--- src/rtl/uart_tx_arbiter_pkg.sv ---
// Shared types and defaults for the two-requester UART transmit arbiter.
package uart_tx_arbiter_pkg;

    localparam int unsigned DATA_W              = 8;
    localparam int unsigned NUM_REQ             = 2;
    localparam int unsigned DEFAULT_TIMEOUT_CYC = 100000;
    localparam int unsigned DEFAULT_TW          = 17;

    typedef logic [DATA_W-1:0] byte_t;

    typedef enum logic [1:0] {
        ST_IDLE  = 2'd0,
        ST_ISSUE = 2'd1,
        ST_BUSY  = 2'd2
    } state_t;

endpackage

--- src/rtl/tx_hold_slot.sv ---
// One requester's holding register: a byte, its pending bit and a sticky overrun flag.
module tx_hold_slot
    import uart_tx_arbiter_pkg::*;
(
    input  logic  clk,
    input  logic  rst_n,
    input  logic  send,
    input  byte_t send_data,
    input  logic  clear,
    output byte_t data,
    output logic  pending,
    output logic  overrun
);

    // A send landing on the clearing edge still sees pending=1, so it is dropped.
    always_ff @(posedge clk or negedge rst_n) begin
        if (!rst_n) begin
            data    <= '0;
            pending <= 1'b0;
            overrun <= 1'b0;
        end else begin
            if (send && pending) begin
                overrun <= 1'b1;
            end
            if (clear) begin
                pending <= 1'b0;
            end else if (send && !pending) begin
                pending <= 1'b1;
                data    <= send_data;
            end
        end
    end

endmodule

--- src/rtl/uart_tx_arbiter.sv ---
// Round-robin arbiter feeding bytes from two holding slots into a single UART writer.
module uart_tx_arbiter
    import uart_tx_arbiter_pkg::*;
#(
    parameter int unsigned TIMEOUT_CYC = DEFAULT_TIMEOUT_CYC,
    parameter int unsigned TW          = DEFAULT_TW
) (
    input  logic              Clock,
    input  logic              Reset,
    input  logic [1:0]        r_send,
    input  logic [DATA_W-1:0] r_data0,
    input  logic [DATA_W-1:0] r_data1,
    output logic [1:0]        r_ready,
    output logic [1:0]        r_finish,
    output logic [1:0]        r_overrun,
    input  logic              u_ready,
    output logic              u_send,
    output logic [DATA_W-1:0] u_data,
    input  logic              u_finish,
    output logic              timeout_err
);

    logic [1:0]    pending;
    logic [1:0]    slot_clear;
    byte_t         slot_data0;
    byte_t         slot_data1;

    state_t        state_q, state_d;
    logic          grant_q, grant_d;
    logic          last_q, last_d;
    logic [TW-1:0] cnt_q, cnt_d, cnt_inc;
    logic          u_send_d;
    byte_t         u_data_d;
    logic [1:0]    r_finish_d;
    logic          timeout_err_d;

    tx_hold_slot u_slot0 (
        .clk       (Clock),
        .rst_n     (Reset),
        .send      (r_send[0]),
        .send_data (r_data0),
        .clear     (slot_clear[0]),
        .data      (slot_data0),
        .pending   (pending[0]),
        .overrun   (r_overrun[0])
    );

    tx_hold_slot u_slot1 (
        .clk       (Clock),
        .rst_n     (Reset),
        .send      (r_send[1]),
        .send_data (r_data1),
        .clear     (slot_clear[1]),
        .data      (slot_data1),
        .pending   (pending[1]),
        .overrun   (r_overrun[1])
    );

    assign r_ready = ~pending;
    assign cnt_inc = cnt_q + TW'(1);

    always_ff @(posedge Clock or negedge Reset) begin
        if (!Reset) begin
            state_q     <= ST_IDLE;
            grant_q     <= 1'b0;
            last_q      <= 1'b1;
            cnt_q       <= '0;
            u_send      <= 1'b0;
            u_data      <= '0;
            r_finish    <= '0;
            timeout_err <= 1'b0;
        end else begin
            state_q     <= state_d;
            grant_q     <= grant_d;
            last_q      <= last_d;
            cnt_q       <= cnt_d;
            u_send      <= u_send_d;
            u_data      <= u_data_d;
            r_finish    <= r_finish_d;
            timeout_err <= timeout_err_d;
        end
    end

    // Next-state and registered-output logic; a transfer ends on finish or timeout.
    always_comb begin
        state_d       = state_q;
        grant_d       = grant_q;
        last_d        = last_q;
        cnt_d         = cnt_q;
        u_send_d      = 1'b0;
        u_data_d      = u_data;
        r_finish_d    = '0;
        timeout_err_d = timeout_err;
        slot_clear    = '0;

        case (state_q)
            ST_IDLE: begin
                if (u_ready && (pending != 2'b00)) begin
                    if (pending == 2'b11) begin
                        grant_d = ~last_q;
                    end else begin
                        grant_d = pending[1];
                    end
                    u_data_d = grant_d ? slot_data1 : slot_data0;
                    u_send_d = 1'b1;
                    state_d  = ST_ISSUE;
                end
            end
            ST_ISSUE: begin
                cnt_d   = '0;
                state_d = ST_BUSY;
            end
            ST_BUSY: begin
                if (u_finish) begin
                    r_finish_d[grant_q] = 1'b1;
                    slot_clear[grant_q] = 1'b1;
                    last_d              = grant_q;
                    state_d             = ST_IDLE;
                end else if (cnt_inc == TW'(TIMEOUT_CYC)) begin
                    timeout_err_d       = 1'b1;
                    slot_clear[grant_q] = 1'b1;
                    last_d              = grant_q;
                    cnt_d               = cnt_inc;
                    state_d             = ST_IDLE;
                end else begin
                    cnt_d = cnt_inc;
                end
            end
            default: begin
                state_d = ST_IDLE;
            end
        endcase
    end

endmodule

--- config.mk ---
export PLATFORM = sky130hd
export DESIGN_NAME = uart_tx_arbiter
export DESIGN_NICKNAME = d
export VERILOG_FILES = /design/src/rtl/uart_tx_arbiter_pkg.sv /design/src/rtl/tx_hold_slot.sv /design/src/rtl/uart_tx_arbiter.sv
export SDC_FILE = /design/constraint.sdc
export NUM_CORES = 1
export LEC_CHECK = 0
export CAP_MARGIN = 20
export CORE_MARGIN = 3
export CORE_UTILIZATION = 45
export DETAILED_ROUTE_END_ITERATION = 6
export GPL_TIMING_DRIVEN = 0
export PLACE_DENSITY = 0.8
export SYNTH_ARGS = -nofsm -noshare
export SYNTH_HDL_FRONTEND = slang
export SYNTH_SLANG_ARGS = --single-unit
--- constraint.sdc ---
create_clock -name Clock -period 6.1 [get_ports Clock]
set_input_delay 0.61 -clock Clock [delete_from_list [all_inputs] [get_ports Clock]]
set_output_delay 0.61 -clock Clock [all_outputs]
set_load 0.005 [all_outputs]
# Word level (Yosys, flattened, before mapping)
# Index checks and enable logic that the tools add are counted.
dict set report op_classes {
  eq_ne 7
  magnitude_cmp 2
  addsub 1
  n_reduce_logical 21
  mux 25
  bitwise 5
}
# operator n
set op_table {}
lappend op_table {{17-bit one-hot mux with 2 select lines} 1}
lappend op_table {{17-bit by 1-bit adder with 17-bit output, second input constant} 1}
lappend op_table {{17-bit equality test, second input constant} 1}
lappend op_table {{17-bit 2-to-1 mux} 1}
lappend op_table {{2-bit 2-to-1 mux} 8}
lappend op_table {{1-bit 2-to-1 mux} 12}
lappend op_table {{2-bit AND reduction} 6}
lappend op_table {{2-bit nonzero test} 5}
lappend op_table {{8-bit 2-to-1 mux} 1}
lappend op_table {{1-bit logical AND} 6}
lappend op_table {{2-bit one-hot mux with 3 select lines} 1}
lappend op_table {{2-bit equality test, second input constant} 2}
lappend op_table {{2-bit inequality test, second input constant} 2}
lappend op_table {{1-bit NOT} 4}
lappend op_table {{3-bit inequality test, second input constant} 1}
lappend op_table {{3-bit AND reduction} 1}
lappend op_table {{2-bit by 1-bit equality test with 1-bit output, second input constant} 1}
lappend op_table {{1-bit logical NOT} 2}
lappend op_table {{2-bit logical NOT} 1}
lappend op_table {{1-bit by 2-bit less-than comparator with 1-bit output, second input constant} 1}
lappend op_table {{2-bit NOT} 1}
lappend op_table {{1-bit demux with 1-bit select} 1}
lappend op_table {{1-bit greater-or-equal comparator, second input constant} 1}
dict set report word_totals {
  wordCells 75
  reg_bits 53
  in_bits 22
  out_inout_bits 16
}

# Longest topological paths before layout
dict set report logic_depth {
  depth_word 9
  depth_mapped 8
  mapped_depth_nobuf 7
}

# Cells and area by module
# Synthesis repeated with hierarchy kept, for this count alone.
dict set report unflattened {
  cells_unflattened 251
  hier_area_um2 2668.8
}
# mod area_per_inst_um2 cells_each n_inst seq_area_each_um2
set modules_own_cells {}
lappend modules_own_cells {uart_tx_arbiter 1918.1 207 1 827.0}
lappend modules_own_cells {tx_hold_slot 375.4 22 2 250.2}

# Least setup slack after synthesis
# Ideal clock, no wire load.
dict set report synth_path {
  kind {register to register}
  start {register cnt_q[0]}
  end {register u_slot0.data[0]}
  setup_time_ps 125
  path_stages_with_launch 8
  path_slack_ps 3696
  required_ps 5975
  path_buffers 0
  t_arrival_ps 2279
  cell_sequence {dfrtp_1 -> ha_1 -> nand2_1 -> o41a_1 -> a31oi_4 -> o32ai_4 -> a31oi_4 -> mux2_4}
}
dict set report synth_via {
  elab_chain_len 7
}
# element line
set synth_lines {}
lappend synth_lines {{start, declared} uart_tx_arbiter.sv:31} ;# logic [TW-1:0] cnt_q, cnt_d, cnt_inc;
lappend synth_lines {{start signal, assigned} uart_tx_arbiter.sv:76} ;# cnt_q <= cnt_d;
lappend synth_lines {{17-bit by 1-bit adder with 17-bit output} uart_tx_arbiter.sv:60} ;# assign cnt_inc = cnt_q + TW'(1);
lappend synth_lines {{17-bit equality test} uart_tx_arbiter.sv:119} ;# end else if (cnt_inc == TW'(TIMEOUT_CYC)) begin
lappend synth_lines {{2-bit 2-to-1 mux} uart_tx_arbiter.sv:119}
lappend synth_lines {{2-bit 2-to-1 mux} uart_tx_arbiter.sv:114} ;# if (u_finish) begin
lappend synth_lines {{2-bit 2-to-1 mux} uart_tx_arbiter.sv:96} ;# case (state_q)
lappend synth_lines {{1-bit NOT (no source line)} --}
lappend synth_lines {{2-bit AND reduction (no source line)} --}
lappend synth_lines {{end signal, assigned} tx_hold_slot.sv:29} ;# data <= send_data;
lappend synth_lines {{end, declared} tx_hold_slot.sv:10} ;# output byte_t data,
# Every way passes these cells.
# A chain may end at the register's enable or synchronous reset.

# Final worst setup path
dict set report layout_path {
  start {register cnt_q[0]}
  end {register u_slot1.data[5]}
}
dict set report layout_via {
  elab_chain_len 7
}
# element line
set layout_lines {}
lappend layout_lines {{17-bit by 1-bit adder with 17-bit output} uart_tx_arbiter.sv:60}
lappend layout_lines {{17-bit equality test} uart_tx_arbiter.sv:119}
lappend layout_lines {{2-bit 2-to-1 mux} uart_tx_arbiter.sv:119}
lappend layout_lines {{2-bit 2-to-1 mux} uart_tx_arbiter.sv:114}
lappend layout_lines {{2-bit 2-to-1 mux} uart_tx_arbiter.sv:96}
lappend layout_lines {{1-bit NOT (no source line)} --}
lappend layout_lines {{2-bit AND reduction (no source line)} --}
lappend layout_lines {{end signal, assigned} tx_hold_slot.sv:29}
lappend layout_lines {{end, declared} tx_hold_slot.sv:10}
# Every way passes these cells.

==> flow_summary.json <==
{
  "status": "completed",
  "crit_type": "flip-flop to flip-flop",
  "post-route-drc-count": 0,
  "dpl.hpwl_um": 4370,
  "cts_tree": "done",
  "fill_cells": 488,
  "synth_flop_cell": "dfrtp_1",
  "crit_buf_inv": 0,
  "slew_headroom_pct": 50.9,
  "clock.fmax_mhz": 363,
  "postCtsSetupBuffers": 0,
  "synthArstFlopShare_pct": 100,
  "startpoint_type": "flip-flop",
  "cpMaxStageDelayCell": "dfrtp_1",
  "grt_pass1_vias": 2108,
  "hold_buffers": 0,
  "drv_cap": 0,
  "crit_required_ps": 6300,
  "cts_buffer_depth": 2,
  "powerDensity_nw_per_um2": 330,
  "final.setup.tns_ps": 0,
  "cts_num_sinks": 53,
  "yosysSeqAreaShare_pct": 47.6,
  "syn_to_final_growth_pct": 20.7,
  "arrival_ps": 2950,
  "syn-num-nets": 282,
  "die_area_um2": 7180,
  "first_iter_violations": 118,
  "antenna_found_initial": 0,
  "peakVddDrop_v": 0.000175,
  "wl_per_cell_um": 15.9,
  "worst_r2r_path_depth": 7,
  "final-hold-violation-count": 0,
  "drtPass1Iterations": 4,
  "final_min_period_over_clock_period_pct": 45.1,
  "num-nets-final": 328,
  "vias": 2197,
  "detail-route-antenna-nets": 0,
  "cts.clk_slew.worst_paths_ps": 100,
  "p_leak_nw": 1.45,
  "max_stage_delay_ps": 480,
  "path_cells": "ha_1 > nand2_1 > nor4_1 > o211ai_1 > nor4b_4 > a31oi_4 > mux2_4",
  "cp_top_family": "simple AND/OR/NAND/NOR gates",
  "r2r_start": "cnt_q[0]",
  "grt_max_degree": 37,
  "end_kind": "flip-flop",
  "die_h_um": 84.8,
  "setup_viol_count_final": 0,
  "worst_pin_slew_ps": 733,
  "numCtsBuffers": 5,
  "row_count": 28,
  "rsz0062_at_grt": "no",
  "worst_r2r_endpoint": "u_slot1.data[5]",
  "fp.dieW_um": 84.8,
  "min_path_type": "primary input to async pin",
  "synth_seq_cells": 53,
  "finalWirelength_um": 6060,
  "ctsHtreeMaxLevel": 2,
  "final_cell_mix": "dfrtp_1 (52), o21ai_0 (39), clkdlybuf4s50_1 (36)",
  "avgSynthCellArea_um2": 10.8,
  "root_buffer": "clkbuf_8",
  "coreArea_um2": 5960,
  "cts.repair.resized": 0,
  "yosys_warnings": 0,
  "fin_util_pct": 56.6,
  "clk_latency_ps": 310,
  "drv_slew": 0,
  "finalCriticalPeriod_ps": 2750,
  "initial_core_util_pct": 46.9,
  "grt_pass1_wl_um": 10200,
  "layout-drive-gt1-share_pct": 15.0,
  "routed_via_density": 5.77,
  "netlist_area_um2": 2790,
  "synth_edf_count": 0,
  "grt_usage_pct": 17.8,
  "grt-ovfl-total": 0,
  "gp_congestion": 0.893,
  "final_common_cell": "dfrtp_1",
  "yosysUniqueCellTypes": 50,
  "n_antenna_cell": 0,
  "io_buffers": 37,
  "fin_skew_ps": 8.50,
  "path_max_fanout": 9,
  "synth_cells": 259,
  "ioPinCount": 38,
  "rrSetupSlack_ps": 3350
}
-- sequential cells by signal, indices dropped and copies added, names as in the netlist --
register / flops
timeout_err: 1
state_q: 2
r_finish: 2
cnt_q: 17
grant_q: 1
u_slot1.pending: 1
u_slot0.data: 8
u_slot1.data: 8
last_q: 1
u_slot0.overrun: 1
u_data: 8
u_slot0.pending: 1
u_send: 1
u_slot1.overrun: 1
-- cells in the mapped netlist, types with 5 or more instances --
cell type,count,area (µm²)
a31oi_1,5,31.3
nand4_1,9,56.3
mux2i_1,10,100
mux2_4,16,240
clkbuf_1,6,22.5
inv_1,8,30.0
nand2_1,21,78.8
a21oi_1,5,25.0
nand3_1,8,40.0
dfrtp_1,52,1300
o21ai_0,39,195
a21o_1,5,37.5
nor2_1,19,71.3
-- worst max path at each step --
stage / cells after the start / start / slack [ps] / to
after global routing: 7 / cnt_q[0] / 3180 / u_slot1.data[7]
after detailed placement: 7 / cnt_q[0] / 3360 / u_slot1.data[5]
after CTS: 7 / cnt_q[0] / 3340 / u_slot1.data[5]
after floorplan: 7 / cnt_q[0] / 3700 / u_slot0.data[0]
after global placement: 1 / Reset / 2910 / cnt_q[1]
final: 7 / cnt_q[0] / 3350 / u_slot1.data[5]
-- final cells by class --
class | count | area [µm²] | share of cell area (%)
tap | 75 | 93.8 | 2.79
sequential | 53 | 1330 | 39.4
multi-input combinational | 185 | 1360 | 40.5
buffer | 13 | 71.3 | 2.12
clock inverter | 3 | 21.3 | 0.632
timing repair buffer | 39 | 393 | 11.7
inverter | 8 | 30.0 | 0.892
clock buffer | 5 | 68.8 | 2.04
-- report_power, final --
part | leakage [nW] | internal (mW) | switching (mW) | total [mW]
Combinational | 0.730 | 0.220 | 0.173 | 0.393
Clock | 0.0445 | 0.0817 | 0.121 | 0.202
Sequential | 0.671 | 0.451 | 0.0645 | 0.516
-- layer usage --
layer | vias to the layer above | wire length, µm | share of wire [%] | global-route usage [%]
met5 | - | 0 | 0 | 0
met4 | 0 | 95 | 1.6 | 7.19
met3 | 9 | 301 | 5.0 | 3.24
met2 | 56 | 2840 | 47 | 26.7
met1 | 1088 | 2820 | 47 | 25.4
li1 | 1044 | - | - | -
-- stage by stage --
| stage | worst slack, ps | cells | hold WS [ps] | power (mW) | area [µm²] |
|---|---|---|---|---|---|
| global placement | 2910 | 371 | 439 | 0.894 | 3260 |
| global route | 3180 | 381 | 250 | 1.18 | 3370 |
| CTS | 3340 | 381 | 238 | 1.12 | 3370 |
| floorplan | 3700 | 259 | 314 | 0.756 | 2790 |
| detailed placement | 3360 | 373 | 449 | 0.916 | 3280 |
| finish | 3350 | 381 | 231 | 1.11 | 3370 |
-- logic make-up after synthesis --
| family | share of synthesized area [%] |
|---|---|
| AO/OA/AOI/OAI | 18.9 |
| XOR/XNOR | 0.314 |
| adder cells (fa/ha/maj) | 0.448 |
| buffers and inverters | 3.63 |
| flip-flops | 47.6 |
| multiplexers | 12.6 |
| AND/OR/NAND/NOR | 16.5 |
No activity file was read; power rests on OpenSTA's default activity.
